===== src/rtl/rip_fetch.sv =====
// rip_fetch -- instruction fetch stage of the rip-cpu pipeline.
//
// Keeps the fetch PC and issues word reads to a 1-cycle-latency instruction
// memory. Returned words are queued with their PCs in a 2-entry prefetch
// buffer until decode accepts them. A redirect flushes the buffer, drops any
// response that arrives with it, and restarts fetch at redirect_pc.
//
// Build option: define RIP_FETCH_MISALIGN_CHECK_EN to report misaligned
// redirect targets and halt fetch until an aligned redirect. When it is not
// defined, the low two target bits are cleared and the misalign outputs
// are tied to 0.
//
// Ports:
//   clk, rst_n         clock, asynchronous active-low reset
//   imem_en/imem_addr  read request and word-aligned address
//   imem_rdata         read data, valid the cycle after imem_en
//   redirect/redirect_pc  flush and restart target
//   de_stall           decode cannot accept this cycle
//   de_ready           inst_code/inst_pc hold a valid instruction
//   inst_code/inst_pc  head of the prefetch buffer (0 when not ready)
//   fetch_misalign     one-cycle pulse on a misaligned redirect target
//   fetch_misalign_pc  offending target, held until the next redirect
module rip_fetch #(
    parameter logic [31:0] RESET_VECTOR = 32'h0000_0000,
    parameter int unsigned BUF_DEPTH    = 2
) (
    input  logic        clk,
    input  logic        rst_n,
    output logic        imem_en,
    output logic [31:0] imem_addr,
    input  logic [31:0] imem_rdata,
    input  logic        redirect,
    input  logic [31:0] redirect_pc,
    input  logic        de_stall,
    output logic        de_ready,
    output logic [31:0] inst_code,
    output logic [31:0] inst_pc,
    output logic        fetch_misalign,
    output logic [31:0] fetch_misalign_pc
);

`ifdef RIP_FETCH_MISALIGN_CHECK_EN
    typedef enum logic [1:0] {
        IDLE = 2'd0,
        RUN  = 2'd1,
        HALT = 2'd2
    } state_t;
`else
    typedef enum logic [1:0] {
        IDLE = 2'd0,
        RUN  = 2'd1
    } state_t;
`endif

    state_t      state_q, state_d;
    logic [31:0] fetch_pc_q, fetch_pc_d;
    logic [31:0] issue_pc_q, issue_pc_d;
    logic [1:0]  occ_q, occ_d;
    logic        inf_q, inf_d;
    logic        kill_q, kill_d;
    logic        wr_ptr_q, wr_ptr_d;
    logic        rd_ptr_q, rd_ptr_d;

    // Prefetch storage; contents are only visible through de_ready gating,
    // so they need no reset.
    logic [31:0] fifo_code_q [BUF_DEPTH];
    logic [31:0] fifo_pc_q   [BUF_DEPTH];

    logic [31:0] target_pc;
    logic        pop;
    logic        push;
    logic        issue;
    logic [2:0]  level;

`ifdef RIP_FETCH_MISALIGN_CHECK_EN
    logic        target_bad;
    logic        misalign_q;
    logic [31:0] misalign_pc_q;

    assign target_bad = |redirect_pc[1:0];
    assign target_pc  = redirect_pc;
`else
    assign target_pc  = redirect_pc & 32'hFFFF_FFFC;
`endif

    assign de_ready = (occ_q != 2'd0) && !redirect;
    assign pop      = de_ready && !de_stall;
    // A response arriving together with a redirect belongs to the old stream.
    assign push     = inf_q && !kill_q && !redirect;

    // Occupancy after this cycle's pop, counting the read in flight; a new
    // issue is allowed only if its response is guaranteed a free slot.
    assign level = {1'b0, occ_q} + {2'b00, inf_q} - {2'b00, pop};
    assign issue = (state_q == RUN) && !redirect && (level < 3'd2);

    assign imem_en   = issue;
    assign imem_addr = fetch_pc_q;
    assign inst_code = de_ready ? fifo_code_q[rd_ptr_q] : '0;
    assign inst_pc   = de_ready ? fifo_pc_q[rd_ptr_q]   : '0;

    always_comb begin
        state_d    = state_q;
        fetch_pc_d = fetch_pc_q;
        issue_pc_d = issue_pc_q;
        occ_d      = occ_q;
        inf_d      = issue;
        kill_d     = 1'b0;
        wr_ptr_d   = wr_ptr_q;
        rd_ptr_d   = rd_ptr_q;

        case (state_q)
            IDLE: state_d = RUN;
`ifdef RIP_FETCH_MISALIGN_CHECK_EN
            RUN:  if (redirect && target_bad) state_d = HALT;
            HALT: if (redirect && !target_bad) state_d = RUN;
`else
            RUN:  state_d = RUN;
`endif
            default: state_d = IDLE;
        endcase

        if (redirect) begin
            fetch_pc_d = target_pc;
            occ_d      = 2'd0;
            // Marks the outstanding read stale so its data never reaches the buffer.
            kill_d     = inf_q;
            wr_ptr_d   = 1'b0;
            rd_ptr_d   = 1'b0;
        end else begin
            if (issue) begin
                fetch_pc_d = fetch_pc_q + 32'd4;
                issue_pc_d = fetch_pc_q;
            end
            if (push) wr_ptr_d = ~wr_ptr_q;
            if (pop)  rd_ptr_d = ~rd_ptr_q;
            occ_d = occ_q + {1'b0, push} - {1'b0, pop};
        end
    end

    always_ff @(posedge clk or negedge rst_n) begin
        if (!rst_n) begin
            state_q    <= IDLE;
            fetch_pc_q <= RESET_VECTOR;
            issue_pc_q <= RESET_VECTOR;
            occ_q      <= 2'd0;
            inf_q      <= 1'b0;
            kill_q     <= 1'b0;
            wr_ptr_q   <= 1'b0;
            rd_ptr_q   <= 1'b0;
        end else begin
            state_q    <= state_d;
            fetch_pc_q <= fetch_pc_d;
            issue_pc_q <= issue_pc_d;
            occ_q      <= occ_d;
            inf_q      <= inf_d;
            kill_q     <= kill_d;
            wr_ptr_q   <= wr_ptr_d;
            rd_ptr_q   <= rd_ptr_d;
        end
    end

    always_ff @(posedge clk) begin
        if (push) begin
            fifo_code_q[wr_ptr_q] <= imem_rdata;
            fifo_pc_q[wr_ptr_q]   <= issue_pc_q;
        end
    end

`ifdef RIP_FETCH_MISALIGN_CHECK_EN
    always_ff @(posedge clk or negedge rst_n) begin
        if (!rst_n) begin
            misalign_q    <= 1'b0;
            misalign_pc_q <= '0;
        end else begin
            misalign_q <= redirect && target_bad;
            if (redirect) misalign_pc_q <= target_bad ? redirect_pc : '0;
        end
    end

    assign fetch_misalign    = misalign_q;
    assign fetch_misalign_pc = misalign_pc_q;
`else
    assign fetch_misalign    = 1'b0;
    assign fetch_misalign_pc = '0;
`endif

endmodule


===== config.mk =====
export PLATFORM = sky130hd
export DESIGN_NAME = rip_fetch
export DESIGN_NICKNAME = d
export VERILOG_FILES = /design/src/rtl/rip_fetch.sv
export SDC_FILE = /design/constraint.sdc
export NUM_CORES = 1
export LEC_CHECK = 0
export BUFFER_PORTS_ARGS = -buffer_cell sky130_fd_sc_hd__buf_4
export CAP_MARGIN = 20
export CORE_MARGIN = 8
export CORE_UTILIZATION = 45
export CTS_BUF_LIST = sky130_fd_sc_hd__clkbuf_16
export DETAILED_ROUTE_END_ITERATION = 7
export PLACE_DENSITY = 0.66
export REMOVE_ABC_BUFFERS = 1
export SETUP_SLACK_MARGIN = 0.05
export SYNTH_ARGS = -nofsm -noshare
export SYNTH_HDL_FRONTEND = slang
export SYNTH_SLANG_ARGS = --single-unit

===== constraint.sdc =====
create_clock -name clk -period 4.3 [get_ports clk]
set_input_delay 0.645 -clock clk [delete_from_list [all_inputs] [get_ports clk]]
set_output_delay 0.645 -clock clk [all_outputs]
set_load 0.005 [all_outputs]

==> results of run 1 <==
kinds of logic (layout without fill, tap and decap cells):
logic type	Yosys count	after routing	synth area share [%]
multiplexers	66	66	8.12
adder cells (fa/ha/maj)	4	4	0.708
AO/OA/AOI/OAI	60	60	5.61
XOR/XNOR	8	8	0.861
other	2	38	0.0923
flip-flops	191	191	66.4
buffers and inverters	79	209	5.38
AND/OR/NAND/NOR	248	248	12.8
worst reg2reg max path: cells and delay by family (launching register included):
family,cells,cell delay (ns)
buffers and inverters,3,1.00
and+or+nand+nor,4,0.85
AOI/OAI and AO/OA,4,0.54
DFF,1,0.47
adders and majority gates,1,0.39
xor gates and xnor gates,1,0.29
final cells by class:
| class | count | area [um2] | area share [%] |
|---|---|---|---|
| Sequential cell | 191 | 5400 | 53.7 |
| Timing Repair Buffer | 170 | 1310 | 13.0 |
| Inverter | 8 | 30.0 | 0.298 |
| Clock inverter | 14 | 151 | 1.50 |
| Tap cell | 229 | 287 | 2.85 |
| Multi-Input combinational cell | 424 | 2460 | 24.4 |
| Clock buffer | 17 | 425 | 4.23 |
synth_stat cells, types with 2 or more instances:
library cell / n / share of area [%]
nand3_1: 8 / 0.49
o211ai_1: 3 / 0.28
and3_1: 3 / 0.23
a22oi_1: 5 / 0.46
a221o_1: 10 / 1.2
edfxtp_1: 124 / 46
and4_1: 2 / 0.22
xor2_1: 2 / 0.22
o21ai_0: 15 / 0.92
ha_1: 3 / 0.46
mux2i_1: 66 / 8.1
o311ai_0: 11 / 1.2
conb_1: 2 / 0.092
nor2b_1: 3 / 0.23
inv_1: 8 / 0.37
nor3_1: 7 / 0.43
a21o_1: 5 / 0.46
clkbuf_1: 21 / 0.97
nand4_1: 6 / 0.46
a211o_1: 2 / 0.22
buf_4: 37 / 3.4
dfrtp_1: 67 / 21
nand2_1: 125 / 5.8
buf_2: 2 / 0.12
nand2b_1: 2 / 0.15
xnor2_1: 6 / 0.65
nor2_1: 75 / 3.5
nor4_1: 12 / 0.92
or3_1: 2 / 0.15
o31ai_1: 3 / 0.28
buf_1: 11 / 0.51
metal layers:
metal  vias to the layer above  GRT usage, %
met5                         -             0
met1                      2612          21.7
li1                       2582             -
met4                         0          5.15
met2                       196          27.9
met3                        17          4.33
flip-flops by register name, summed over array words and instances, names as in the netlist:
signal and count:
kill_q 1, issue_pc_q 30, inf_q 1, imem_addr 30, state_q 1, fifo_code_q 64, wr_ptr_q 1, fifo_pc_q 60
rd_ptr_q 1, occ_q 2
power by group through the flow:
stage          clock [W]  combinational, W  sequential [W]
6_report         0.00154          0.000783         0.00249
3_3_place_gp           0          0.000736         0.00253
2_1_floorplan          0          0.000420         0.00248
4_1_cts          0.00157          0.000763         0.00252
3_5_place_dp           0          0.000759         0.00255
5_1_grt          0.00164          0.000877         0.00252
path summary, 6_finish.rpt:
check,from,end,slack (ns),depth (start not counted)
setup / recovery,occ_q[1],imem_en,0.42,10
hold / removal,rst_n,imem_addr[14],0.32,1
setup reg to reg,occ_q[1],imem_addr[13],0.70,13
hold reg to reg,issue_pc_q[13],fifo_pc_q[0][13],0.47,0
max in group asynchronous,rst_n,rd_ptr_q,3.29,1
min in group clk,imem_rdata[24],fifo_code_q[1][24],0.41,1
layout by cell type, fill, tap and decap left out, types with 2 or more instances in the layout:
master and instances:
o211ai_1 3, xor2_1 2, and4_1 2, nor2_1 74
clkinv_2 2, a21o_1 5, a221o_1 10, bufinv_16 3
nor2b_1 3, clkbuf_16 17, o311ai_0 11, o21ai_0 14
mux2i_1 66, a211o_1 2, nand2b_1 2, nor3_1 7
clkinv_1 2, and3_1 2, conb_1 38, ha_1 3
a22oi_1 5, nand4_1 6, buf_4 168, dfrtp_1 66
xnor2_1 6, inv_1 11, o31ai_1 3, nand2_1 125
edfxtp_1 124, nand3_1 8, nor4_1 12
metrics by stage:
step | area, um2 | setup TNS (ns)
final | 10100 | 0
after detailed placement | 9450 | 0
after global placement | 9450 | 0
after floorplan | 7860 | -207.34
after global routing | 10100 | 0
after CTS | 10000 | 0
==> flow_summary.json, run 1 <==
{
  "wl_per_cell_um": 18.1,
  "critPathKind": "reg -> out",
  "max_freq_mhz": 258,
  "slowest_delay_ns": 0.47,
  "port_buffers": 159,
  "finalMaxSlewViolations": 0,
  "rsz0062_at_grt": "no",
  "maxCapViolations": 0,
  "worstPathArrival_ns": 3.23,
  "core_um2": 17800,
  "clockPowerShare_pct": 32.0,
  "synth_warnings": 0,
  "power_frac_seq_pct": 51.7,
  "synth_edf_count": 124,
  "swShare_pct": 26.3,
  "final-hold-violation-count": 0,
  "fp-row-count": 49,
  "maxSlewHeadroom_pct": 38.7,
  "holdWs_ns": 0.320,
  "clk_latency_ns": 0.42,
  "worst_slew_pin_slew_ns": 0.919,
  "crit_family": "buffers and inverters",
  "synth_cells": 658,
  "final_cell_count_no_fill": 1053,
  "drtIter0Drc": 327,
  "route.antenna.remaining_nets": 0,
  "post_cts.repair.setup_buffers": 0,
  "fp.dieW_um": 150,
  "final_nets": 884,
  "start_util_pct": 45.6,
  "min_period_ns": 3.88,
  "ys_types": 41,
  "skew_ns": 0.00594,
  "dp.cells": 1020,
  "cp.required_ns": 3.65,
  "met1_length_um": 8270,
  "ir_worst_vdd_mv": 0.307,
  "drc": 0,
  "p_int_w": 0.00354,
  "die-area_um2": 22600,
  "slowest_stage": "dfrtp_1",
  "ys_ff_latch": 191,
  "antenna_cells": 0,
  "path_buf_inv": 3,
  "cts_root_buffer": "clkbuf_16",
  "grt_antenna_before_repair": 0,
  "num_io_pins": 199,
  "hp-class": "in -> async",
  "overflow": 0,
  "start_kind": "flop",
  "cts_hold_buf": 0,
  "numCtsBuffers": 17,
  "place_congestion": 0.783,
  "synthesis.area_um2": 8140,
  "cpMostUsedCell": "buf_4",
  "p_leak_nw": 4.14,
  "postCtsResizedCells": 0,
  "place_ws_ns": 0.0237,
  "route.met2.wl_um": 9060,
  "crit_fanout": 57,
  "status": "finished clean",
  "cts_tree": "yes",
  "cts-htree-levels": 4,
  "fin_ws_ns": 0.424,
  "avgSynthCellArea_um2": 12.4,
  "final_core_util_pct": 56.4,
  "p_per_area_nw_per_um2": 477,
  "top_layer": "met4",
  "area_growth_pct": 23.7,
  "ys_seq_area_share_pct": 66.4,
  "grtUsageTotal_pct": 17.0,
  "drive_gt1_share_pct": 24.5,
  "grt_pass1_wl_um": 29600,
  "dieHeight_um": 150,
  "cts.sinks": 191,
  "crit_chain": "o21ai_4, nor2_1, nor2b_1, o21ai_0, fa_1, xor2_1, or3_2, buf_4, inv_1, buf_4",
  "cts.clk_slew.worst_paths_ns": 0.06,
  "fin_crit_sh_pct": 90.1,
  "nFillCells": 1533,
  "vias_per_cell": 5.13,
  "grt_pass1_vias": 5658,
  "drt_wl_total_um": 19100,
  "power_frac_comb_pct": 16.3,
  "firstDrtPassIters": 4,
  "wl_met3_um": 1500,
  "vias": 5407,
  "power.net_switching_w": 0.00126,
  "async_flop_share_pct": 35.1,
  "dp_hpwl_um": 12700,
  "p_total_w": 0.00481,
  "synth_flop_cell": "edfxtp_1",
  "end_kind": "primary output",
  "setup_viol": 0,
  "cts_buffer_depth": 2,
  "grt_max_degree": 68
}
Note: power is estimated with default switching activity, not from simulation.
==> run 2: changes to the inputs <==
MAX_ROUTING_LAYER = met4   (was default)
==> run 2 against run 1 <==
Flip-flop and latch count did not move; non-clock buffer count did not move; clock-buffer cell count did not move; critical path type unchanged; global-route usage rose by 0.53 points; sequential power barely moved; fmax rose by 0.31%; largest cell class unchanged; worst setup slack improved by 0.012 ns; register-to-register slack barely moved; final cell count did not move.
==> flow_summary.json, run 2 (synthesized netlist as in run 1, its figures left out) <==
{
  "slowest_stage": "buf_4",
  "final_nets": 884,
  "crit_fanout": 57,
  "worstPathArrival_ns": 3.22,
  "cts_buffer_depth": 2,
  "setup_viol": 0,
  "firstDrtPassIters": 4,
  "num_io_pins": 199,
  "cp-startpoint": "occ_q[1]",
  "place_ws_ns": 0.0237,
  "die-area_um2": 22600,
  "post_cts.repair.setup_buffers": 0,
  "regMostFlops": "fifo_code_q",
  "setup_tns_ns": 0,
  "final_cell_mix": "buf_4, nand2_1, edfxtp_1",
  "path_buf_inv": 3,
  "fp-row-count": 49,
  "maxSlewHeadroom_pct": 38.3,
  "skew_ns": 0.0147,
  "critPathKind": "reg -> out",
  "drt_wl_total_um": 19000,
  "max_freq_mhz": 259,
  "rsz0062_at_grt": "no",
  "drc": 0,
  "fin_ws_ns": 0.436,
  "grt_pass1_vias": 5654,
  "layout_commonest_cell": "buf_4",
  "dieHeight_um": 150,
  "postCtsResizedCells": 0,
  "slowest_delay_ns": 0.49,
  "cts_tree": "yes",
  "antenna_cells": 0,
  "port_buffers": 159,
  "place_congestion": 0.793,
  "p_total_w": 0.00481,
  "hp-class": "in -> async",
  "cts.sinks": 191,
  "p_per_area_nw_per_um2": 478,
  "end_kind": "primary output",
  "met1_length_um": 8210,
  "wl_per_cell_um": 18.1,
  "worst_slew_pin_slew_ns": 0.925,
  "crit_family": "buffers and inverters",
  "vias": 5391,
  "finalMaxSlewViolations": 0,
  "final-hold-violation-count": 0,
  "route.met2.wl_um": 9100,
  "regArea_um2": 5400,
  "area_growth_pct": 23.7,
  "maxCapViolations": 0,
  "p_leak_nw": 4.14,
  "cts.clk_slew.worst_paths_ns": 0.06,
  "cts-htree-levels": 4,
  "holdWs_ns": 0.298,
  "numCtsBuffers": 17,
  "grt_max_degree": 68,
  "drtIter0Drc": 329,
  "overflow": 0,
  "fin_crit_sh_pct": 89.9,
  "cpMostUsedCell": "buf_4",
  "min_period_ns": 3.86,
  "cts_root_buffer": "clkbuf_16",
  "largest_reg_flops": 64,
  "dp_hpwl_um": 12700,
  "cp.required_ns": 3.65,
  "route.antenna.remaining_nets": 0,
  "cts_hold_buf": 0,
  "status": "finished clean",
  "grt_antenna_before_repair": 0,
  "multi_input_area_um2": 2460,
  "drive_gt1_share_pct": 24.5,
  "start_util_pct": 45.6,
  "grtUsageTotal_pct": 17.5,
  "clk_latency_ns": 0.43,
  "fp.dieW_um": 150,
  "crit_chain": "o21ai_4, nor2_1, nor2b_1, o21ai_0, fa_1, xor2_1, or3_2, buf_4, inv_1, buf_4",
  "biggestRegsByFlops": "fifo_code_q: 64 flops, fifo_pc_q: 60 flops",
  "ir_worst_vdd_mv": 0.309,
  "top_layer": "met4",
  "start_kind": "flop",
  "r2r_start": "occ_q[1]",
  "nFillCells": 1533,
  "wl_met3_um": 1490,
  "grt_pass1_wl_um": 29600,
  "core_um2": 17800,
  "vias_per_cell": 5.12
}
==> run 2: cell counts in the layout (fill, tap and decap cells not counted) <==
Identical to the previous run, type by type.
==> run 2: worst paths after layout <==
| kind | depth (start not counted) | slack (ns) | endpoint |
|---|---|---|---|
| max in group asynchronous | 1 | 3.30 | rd_ptr_q |
| setup / recovery | 10 | 0.44 | imem_en |
| hold reg to reg | 0 | 0.47 | fifo_pc_q[1][27] |
| setup reg to reg | 13 | 0.71 | imem_addr[13] |
| min in group clk | 1 | 0.40 | fifo_code_q[1][7] |
| hold / removal | 1 | 0.30 | imem_addr[12] |
==> run 2: stage by stage <==
| step | area [um2] | util (%) | std cells |
|---|---|---|---|
| 2_1_floorplan | 7860 | - | 623 |
| 3_3_place_gp | 9450 | 53.0 | 1020 |
| 3_5_place_dp | 9450 | 53.0 | 1020 |
| 4_1_cts | 10000 | 56.2 | 1051 |
| 5_1_grt | 10100 | 56.4 | 1053 |
| 6_report | 10100 | 56.4 | 1053 |
==> run 2: routing by layer <==
| metal | global-route usage [%] | vias to the layer above |
|---|---|---|
| met2 | 27.9 | 203 |
| met4 | 5.15 | 0 |
| met1 | 22.1 | 2591 |
| met3 | 3.85 | 17 |
| met5 | - | - |
| li1 | - | 2580 |
==> run 2: cell type report <==
type | count | area share, %
sequential | 191 | 53.7
multi-input combinational | 424 | 24.4
timing repair buffer | 170 | 13.0
clock buffer | 17 | 4.23
tap | 229 | 2.85
clock inverter | 14 | 1.50
inverter | 8 | 0.298
==> run 2: where the power goes <==
part / internal, W / switching, W
Clock: 0.000902 / 0.000636
Sequential: 0.00227 / 0.000212
Combinational: 0.000365 / 0.000417
==> run 3: changes to the inputs <==
REMOVE_ABC_BUFFERS = default   (was 1)
==> run 3 against run 2 <==
Sequential share of layout area about the same; via count increased by 0.15%; critical path depth fell by 1; flip-flop and latch count is the same; critical endpoint unchanged.
==> flow_summary.json, run 3 (synthesized netlist as in run 1, its figures left out) <==
{
  "status": "finished clean",
  "ir_worst_vdd_mv": 0.304,
  "cts-htree-levels": 4,
  "skew_ns": 0.00967,
  "worst_slew_pin_slew_ns": 0.956,
  "p_leak_nw": 4.13,
  "wl_per_cell_um": 18.2,
  "dp_hpwl_um": 13100,
  "finalMaxSlewViolations": 0,
  "max_freq_mhz": 246,
  "grt_use_met2_pct": 27.5,
  "overflow": 0,
  "cts.clk_slew.worst_paths_ns": 0.07,
  "drive_gt1_share_pct": 25.0,
  "cts_hold_buf": 0,
  "busiest_layer": "met2",
  "core_um2": 17800,
  "fp-row-count": 49,
  "grt_antenna_before_repair": 0,
  "port_buffers": 159,
  "post_cts.repair.setup_buffers": 0,
  "start_kind": "flop",
  "maxSlewHeadroom_pct": 36.1,
  "worstPathArrival_ns": 3.42,
  "met3_usage_pct": 3.70,
  "final_area_um2": 10100,
  "biggestRegsByFlops": "fifo_code_q: 64 flops, fifo_pc_q: 60 flops",
  "p_int_w": 0.00347,
  "grt_pass1_wl_um": 29500,
  "power_frac_comb_pct": 16.5,
  "critPathKind": "reg -> out",
  "final_nets": 884,
  "dp.cells": 1021,
  "grtUsageTotal_pct": 17.4,
  "hp-class": "in -> async",
  "power.net_switching_w": 0.00130,
  "nFillCells": 1516,
  "slowest_stage": "or3_2",
  "postCtsResizedCells": 0,
  "drc": 0,
  "final_cell_count_no_fill": 1054,
  "grt_pass1_vias": 5648,
  "die-area_um2": 22600,
  "power_frac_seq_pct": 52.2,
  "final-hold-violation-count": 0,
  "vias": 5399,
  "drtIter0Drc": 277,
  "cts_tree": "yes",
  "dieHeight_um": 150,
  "cts.sinks": 191,
  "route.antenna.remaining_nets": 0,
  "clockPowerShare_pct": 31.4,
  "cts_root_buffer": "clkbuf_16",
  "layout_commonest_cell": "buf_4",
  "firstDrtPassIters": 5,
  "grt_max_degree": 68,
  "cts_buffer_depth": 2,
  "fin_crit_sh_pct": 94.5,
  "fp.dieW_um": 150,
  "p_total_w": 0.00477,
  "maxCapViolations": 0,
  "p_per_area_nw_per_um2": 474,
  "end_kind": "primary output",
  "num_io_pins": 199,
  "drt_wl_total_um": 19200,
  "min_period_ns": 4.06,
  "numCtsBuffers": 17,
  "crit_chain": "o21ai_4, nor2_1, nor2b_1, o21ai_0, fa_1, xor2_1, or3_2, clkinvlp_4, buf_4",
  "setup_viol": 0,
  "swShare_pct": 27.2,
  "crit_fanout": 15,
  "holdWs_ns": 0.336,
  "use_met1_pct": 21.9,
  "place_congestion": 0.884,
  "final_cell_mix": "buf_4, nand2_1, edfxtp_1",
  "clk_latency_ns": 0.43,
  "vias_per_cell": 5.12,
  "setup_tns_ns": 0,
  "regMostFlops": "fifo_code_q",
  "largest_reg_flops": 64,
  "antenna_cells": 0,
  "slowest_delay_ns": 0.66,
  "start_util_pct": 45.6,
  "cp.required_ns": 3.65,
  "placed_cell_area_um2": 9460,
  "area_growth_pct": 23.6,
  "rsz0062_at_grt": "yes"
}
==> run 3: changes by cell type in the layout (fill, tap and decap cells not counted), moves of 2 or more <==
cell	delta
inv_6	+2
inv_1	-2
bufinv_16	-2
clkinv_4	+4
==> run 3: area by class of cell <==
| cell class | instances | area, um2 | share of cell area (%) |
|---|---|---|---|
| flip-flops and latches | 191 | 5400 | 53.7 |
| well taps | 229 | 287 | 2.85 |
| repair buffers | 170 | 1310 | 13.0 |
| clock inverters | 14 | 116 | 1.16 |
| clock buffers | 18 | 450 | 4.48 |
| inverters | 8 | 33.8 | 0.336 |
| multi-input cells | 424 | 2460 | 24.4 |
==> run 3: power by group through the flow <==
stage	registers, W	clock network (W)	logic, W
after floorplan	0.00245	0	0.000478
after global placement	0.00254	0	0.000738
after global routing	0.00252	0.00161	0.000876
after CTS	0.00252	0.00153	0.000759
after detailed placement	0.00256	0	0.000755
final	0.00249	0.00150	0.000784
==> run 3: per-layer routing <==
metal | wire [um] | up-vias
met5 | 0 | -
met1 | 8340 | 2608
met2 | 9290 | 196
met4 | 186 | 0
met3 | 1340 | 14
li1 | - | 2581
==> run 3: critical path, delay by kind of cell (launching register included) <==
kind | cells | cell delay, ns
buffers and inverters | 2 | 0.44
adders and majority gates | 1 | 0.41
DFF | 1 | 0.48
and+or+nand+nor | 3 | 0.94
xor gates and xnor gates | 1 | 0.19
AOI/OAI and AO/OA | 2 | 0.52
==> run 3: metrics by stage <==
stage / utilization [%] / setup WS (ns)
2_1_floorplan: - / 0.130
3_3_place_gp: 53.0 / 0.345
3_5_place_dp: 53.0 / 0.200
4_1_cts: 56.2 / 0.0895
5_1_grt: 56.4 / 0.0334
6_report: 56.4 / 0.236
==> run 3: worst paths after layout <==
kind / slack, ns / cells past startpoint / start / endpoint
hold reg to reg: 0.47 / 0 / issue_pc_q[4] / fifo_pc_q[0][4]
min in group clk: 0.40 / 1 / imem_rdata[5] / fifo_code_q[1][5]
hold / removal: 0.34 / 1 / rst_n / imem_addr[17]
max in group asynchronous: 3.32 / 1 / rst_n / rd_ptr_q
setup reg to reg: 0.53 / 10 / occ_q[1] / imem_addr[28]
setup / recovery: 0.24 / 9 / occ_q[1] / imem_en
